$ cat src/rtl/i4001_rom.sv
// 4001 256x8 mask ROM with 4-bit I/O port; follows the 4004 eight-phase bus cycle.
// Define I4001_IO_PORT_EN to build the SRC/WRR/RDR port logic; otherwise port_out is tied low.
module i4001_rom #(
  parameter logic [3:0]    CHIP_ID  = 4'h0,
  // Mask image as an elaborated constant: byte n lives at bits [8n+7:8n].
  parameter logic [2047:0] ROM_INIT = '0
) (
  input  logic       sysclk,
  input  logic       poc_n,
  input  logic       clk1,
  input  logic       clk2,
  input  logic       sync,
  input  logic       cmrom,
  input  logic [3:0] data_in,
  output logic [3:0] data_out,
  output logic       data_dir,
  input  logic [3:0] port_in,
  output logic [3:0] port_out
);

  typedef enum logic [2:0] {
    PH_A1, PH_A2, PH_A3, PH_M1, PH_M2, PH_X1, PH_X2, PH_X3
  } phase_t;

  phase_t      phase, phase_nxt;
  logic        clk2_q;
  logic        step;
  logic [7:0]  addr;
  logic        selected;
  logic [3:0]  opr;
  logic [7:0]  rom_byte;
  logic [3:0]  bus_val;
  logic        drive_nxt;
  logic [3:0]  dout_nxt;

  assign step     = clk2 & ~clk2_q;
  // NOTE: the ROM is a constant, so it needs neither a reset nor a write port.
  assign rom_byte = ROM_INIT[{addr, 3'b000} +: 8];

  always_comb begin
    phase_nxt = phase;
    if (step) phase_nxt = sync ? PH_A1 : phase_t'(phase + 3'd1);
  end

  // Value on the shared bus during M1/M2: our own nibble when we are the source.
  always_comb begin
    bus_val = data_in;
    if (selected) bus_val = (phase == PH_M1) ? rom_byte[7:4] : rom_byte[3:0];
  end

`ifdef I4001_IO_PORT_EN
  logic [4:0] io_op;
  logic       src_match;
  logic       rdr_hit;

  assign rdr_hit = io_op[4] && (io_op[3:0] == 4'hA) && src_match;

  always_ff @(posedge sysclk or negedge poc_n) begin
    if (!poc_n) begin
      io_op     <= 5'd0;
      src_match <= 1'b0;
      port_out  <= 4'h0;
    end else if (step) begin
      if (phase == PH_M2)
        io_op <= (cmrom && opr == 4'hE) ? {1'b1, bus_val} : 5'd0;
      if (phase == PH_X2) begin
        if (cmrom && !io_op[4]) src_match <= (data_in == CHIP_ID);
        if (io_op[4] && io_op[3:0] == 4'h2 && src_match) port_out <= data_in;
      end
    end
  end

  logic unused_ok;
  assign unused_ok = clk1;
`else
  assign port_out = 4'h0;

  logic unused_ok;
  assign unused_ok = ^{clk1, cmrom, port_in, opr};
`endif

  // NOTE: every output of this block gets a default first so no latch is inferred.
  always_comb begin
    drive_nxt = 1'b0;
    dout_nxt  = data_out;
    case (phase)
      PH_M1: if (selected) begin
        drive_nxt = 1'b1;
        dout_nxt  = rom_byte[7:4];
      end
      PH_M2: if (selected) begin
        drive_nxt = 1'b1;
        dout_nxt  = rom_byte[3:0];
      end
`ifdef I4001_IO_PORT_EN
      PH_X2: if (rdr_hit) begin
        drive_nxt = 1'b1;
        dout_nxt  = port_in;
      end
`endif
      default: ;
    endcase
  end

  // NOTE: state registers use non-blocking assignments so all updates see pre-edge values.
  always_ff @(posedge sysclk or negedge poc_n) begin
    if (!poc_n) begin
      phase    <= PH_X3;
      clk2_q   <= 1'b0;
      addr     <= 8'h00;
      selected <= 1'b0;
      opr      <= 4'h0;
      data_dir <= 1'b0;
      data_out <= 4'h0;
    end else begin
      clk2_q   <= clk2;
      phase    <= phase_nxt;
      data_dir <= drive_nxt;
      data_out <= dout_nxt;
      if (step) begin
        case (phase)
          PH_A1:   addr[3:0] <= data_in;
          PH_A2:   addr[7:4] <= data_in;
          PH_A3:   selected  <= (data_in == CHIP_ID);
          PH_M1:   opr       <= bus_val;
          default: ;
        endcase
      end
    end
  end

endmodule
$ cat config.mk
export PLATFORM = sky130hd
export DESIGN_NAME = i4001_rom
export DESIGN_NICKNAME = d
export VERILOG_FILES = /design/src/rtl/i4001_rom.sv
export SDC_FILE = /design/constraint.sdc
export NUM_CORES = 1
export LEC_CHECK = 0
export CAP_MARGIN = 20
export CORE_AREA = 4 4 41 43
export CTS_CLUSTER_DIAMETER = 30
export DETAILED_ROUTE_END_ITERATION = 10
export DIE_AREA = 0 0 45 47
export DONT_BUFFER_PORTS = 1
export PLACE_DENSITY = 0.52
export SETUP_SLACK_MARGIN = 0.5
export SYNTH_ARGS = -nofsm -noshare
export SYNTH_HDL_FRONTEND = slang
export SYNTH_SLANG_ARGS = --single-unit
$ cat constraint.sdc
create_clock -name sysclk -period 3.65 [get_ports sysclk]
set_input_delay 0.73 -clock sysclk [delete_from_list [all_inputs] [get_ports sysclk]]
set_output_delay 0.73 -clock sysclk [all_outputs]
set_load 0.01 [all_outputs]
* Yosys cells after proc, flatten, opt, wreduce, memory -nomap -nowiden
Cells that the tools add are included.
** Operators by class
- Add/subtract/negate cells :: 1
- Eq/ne operators :: 6
- Shift-type cells :: 1
- Multiplexer cells :: 6
- Bitwise gates (word level) :: 2
- Reduce and logical (&&, ||, !) cells :: 8
** Operators with widths (number)
- $shiftx 2048x12->8 const A :: 1
- $mux 4 :: 2
- $pmux 4 s2 :: 1
- $eq 3x2->1 const B :: 2
- $reduce_and 2->1 :: 3
- $logic_not 4->1 :: 1
- $ne 2x2->1 const B :: 2
- $add 3x1->3 const B :: 1
- $eq 3x1->1 const B :: 1
- $eq 3x3->1 const B :: 1
- $logic_not 3->1 :: 1
- $mux 3 :: 1
- $reduce_and 3->1 :: 1
- $mux 1 :: 2
- $reduce_bool 2->1 :: 1
- $reduce_or 2->1 :: 1
- $and 1x1->1 :: 1
- $not 1->1 :: 1
** Storage, ports and cells
- Flip-flop bits (word level) :: 18
- Input port bits :: 14
- Output and inout bits :: 9
- Word-level logic and storage cells :: 31

* Logic depth before layout (Yosys ltp)
- Depth after elaboration :: 3
- Depth in mapped cells :: 4
- Gate-level depth less buffers :: 4

* Worst setup path before layout
OpenSTA, ideal clock, no wires.
- Path type :: in2reg
- From :: in clk2
- To :: reg selected
- Library setup time :: 0.125 ns
- Arrival time :: 1.249 ns
- Required time :: 3.525 ns
- Slack :: 2.276 ns
- Cell stages on the path :: 3
- Path buffers :: 0
- Cell sequence :: nor3b_2 nand2_1 mux2_4
** Between the ends
- Word-level cells in the longest chain between the ends :: 2
** Ends and longest elaborated chain
- from (decl) :: line 11 : input logic clk2,
- $and 1x1->1 :: line 36 : assign step = clk2 & ~clk2_q;
- $reduce_and 2->1 (no source line)
- to (signal assigned) :: line 124 : PH_A3: selected <= (data_in == CHIP_ID);
- to (decl) :: line 29 : logic selected;
Every way passes these cells.
A chain may end at the register's enable or synchronous reset.

* Worst setup path in the final report
- From :: reg data_dir
- To :: out data_dir
** RTL lines
- from (decl) :: line 16 : output logic data_dir,
- from (signal assigned) :: line 118 : data_dir <= drive_nxt;
No word-level cell between the ends.

==> impl_metrics.tcl <==
set metrics [dict create \
    hpwl_um 494 \
    tns_ps 0 \
    arrival_ps 650 \
    die_h_um 47 \
    drv_slew 0 \
    endpoint_kind "output port" \
    port_buffers 0 \
    drt_iter0_markers 2 \
    clock_sinks 6 \
    cap_violations 0 \
    core_area_um2 1300 \
    holdBufCountCts 0 \
    grt_usage_pct 6.72 \
    ctsHtreeMaxLevel 1 \
    worstSetupPathType "reg2out" \
    grt_pass1_vias 205 \
    crit_required_ps 2920 \
    final_hold_viol_count 0 \
    vdd_ir_drop_max_uv 125 \
    syn_to_final_growth_pct 3.05 \
    diodes 0 \
    final_core_util_pct 29.2 \
    power_density_nw_per_um2 490 \
    clock_path_buffers 2 \
    vias_per_cell 4.00 \
    netlist_instances 35 \
    drt_pre_antenna_iters 5 \
    clk_root_buffer_cell "clkbuf_4" \
    netlist_area_um2 369 \
    yosysSeqAreaShare_pct 41.7 \
    post-route-period-util_pct 37.9 \
    clk_latency_ps 250 \
    hp-class "in2async" \
    drc_errors 0 \
    start_util_pct 28.4 \
    die-area_um2 2120 \
    clock_skew_ps 6.94 \
    yosysWarnings 0 \
    drtAntennaViolNets 0 \
    gp_congestion 0.657 \
    critPathMaxFanout 1 \
    fmaxAchievable_ghz 0.723 \
    total_power_mw 0.186 \
    period_needed_ps 1380 \
    ios 23 \
    via_count 212 \
    grt_overflow 0 \
    placementRows 13 \
    path_clk_slew_ps 50 \
    startpoint_type "flip-flop" \
    wire_per_inst_um 11.1 \
    leakage_nw 0.187 \
    ys_seq_elements 6 \
    grt_pass1_wl_um 876 \
    grt_max_degree 7 \
    cts_made_buffers 3 \
    final_common_cell "conb_1" \
    layout-drive-gt1-share_pct 21.1 \
    finalSetupViolations 0 \
    wl_um 586 \
    rsz0062_at_grt "false" \
    status "completed" \
    cts_resized 0 \
    nets 56 \
    die_w_um 45 \
    antenna_found_initial 0 \
    cts_tree "yes" \
    synth_cell_types 17 \
    avgSynthCellArea_um2 10.5 \
    postCtsSetupBuffers 0 \
]
## layer usage
metal  GRT usage (%)  up-vias  routed length, um
met5               0        -                  0
met4            5.26        0                  4
met3            6.51        2                 79
met2            9.60       10                290
met1            5.71       97                212
li1                -      103                  -
## cell usage after synthesis, drive strengths merged
master,n,share of area (%)
nand2,3,3.1
nor3,1,1.4
conb,1,1.0
nor4,1,1.7
buf,8,16
inv,2,2.0
mux2i,2,5.4
dfstp,3,21
nor3b,1,3.4
nand2b,2,3.4
dfrtp,3,20
nor2b,1,1.7
mux2,1,4.1
ha,3,10
a21o,1,2.0
o21ai,2,2.7
## stage by stage
| step | area, um2 | hold WS (ps) | setup WS [ps] | std cells |
|---|---|---|---|---|
| floorplan | 395 | 434 | 2280 | 42 |
| global placement | 354 | 435 | 2220 | 49 |
| detailed placement | 354 | 435 | 2230 | 49 |
| CTS | 380 | 160 | 2250 | 53 |
| global route | 380 | 146 | 2230 | 53 |
| finish | 380 | 170 | 2270 | 53 |
## sequential cells by signal, indices dropped and copies added (netlist names)
| signal | flops |
|---|---|
| clk2_q | 1 |
| data_dir | 1 |
| phase | 3 |
| selected | 1 |
## where the power goes
part	switching, mW	internal, mW	leakage (nW)
logic	0.0146	0.0138	0.101
clock network	0.0268	0.0416	0.0150
registers	0.00890	0.0805	0.0708
## final cells by class
class | count | area (um2)
Tap cell | 15 | 18.8
Sequential cell | 6 | 154
Inverter | 2 | 7.51
Clock buffer | 4 | 26.3
Fill cell | 146 | 921
Multi-Input combinational cell | 26 | 174
## cells by family (layout without fill, tap and decap cells)
kind of cell / after synthesis / in the layout / share of synthesized area, %
and+or+nand+nor: 9 / 9 / 14.6
muxes: 3 / 3 / 9.49
other: 1 / 8 / 1.02
adders and majority gates: 3 / 3 / 10.2
DFF: 6 / 6 / 41.7
AOI/OAI and AO/OA: 3 / 3 / 4.74
buffers and inverters: 10 / 6 / 18.3
## path summary, 6_finish.rpt
| kind | start | to | slack (ps) | cells after the start |
|---|---|---|---|---|
| worst max-delay path | data_dir | data_dir | 2270 | 0 |
| worst min-delay path | poc_n | selected | 170 | 0 |
| worst max register to register | phase[0] | selected | 2380 | 4 |
| worst min register to register | phase[2] | phase[2] | 490 | 2 |
| max in group asynchronous | poc_n | phase[0] | 3300 | 0 |
| min in group sysclk | phase[2] | phase[2] | 490 | 2 |
Note: power is estimated with default switching activity, not from simulation.
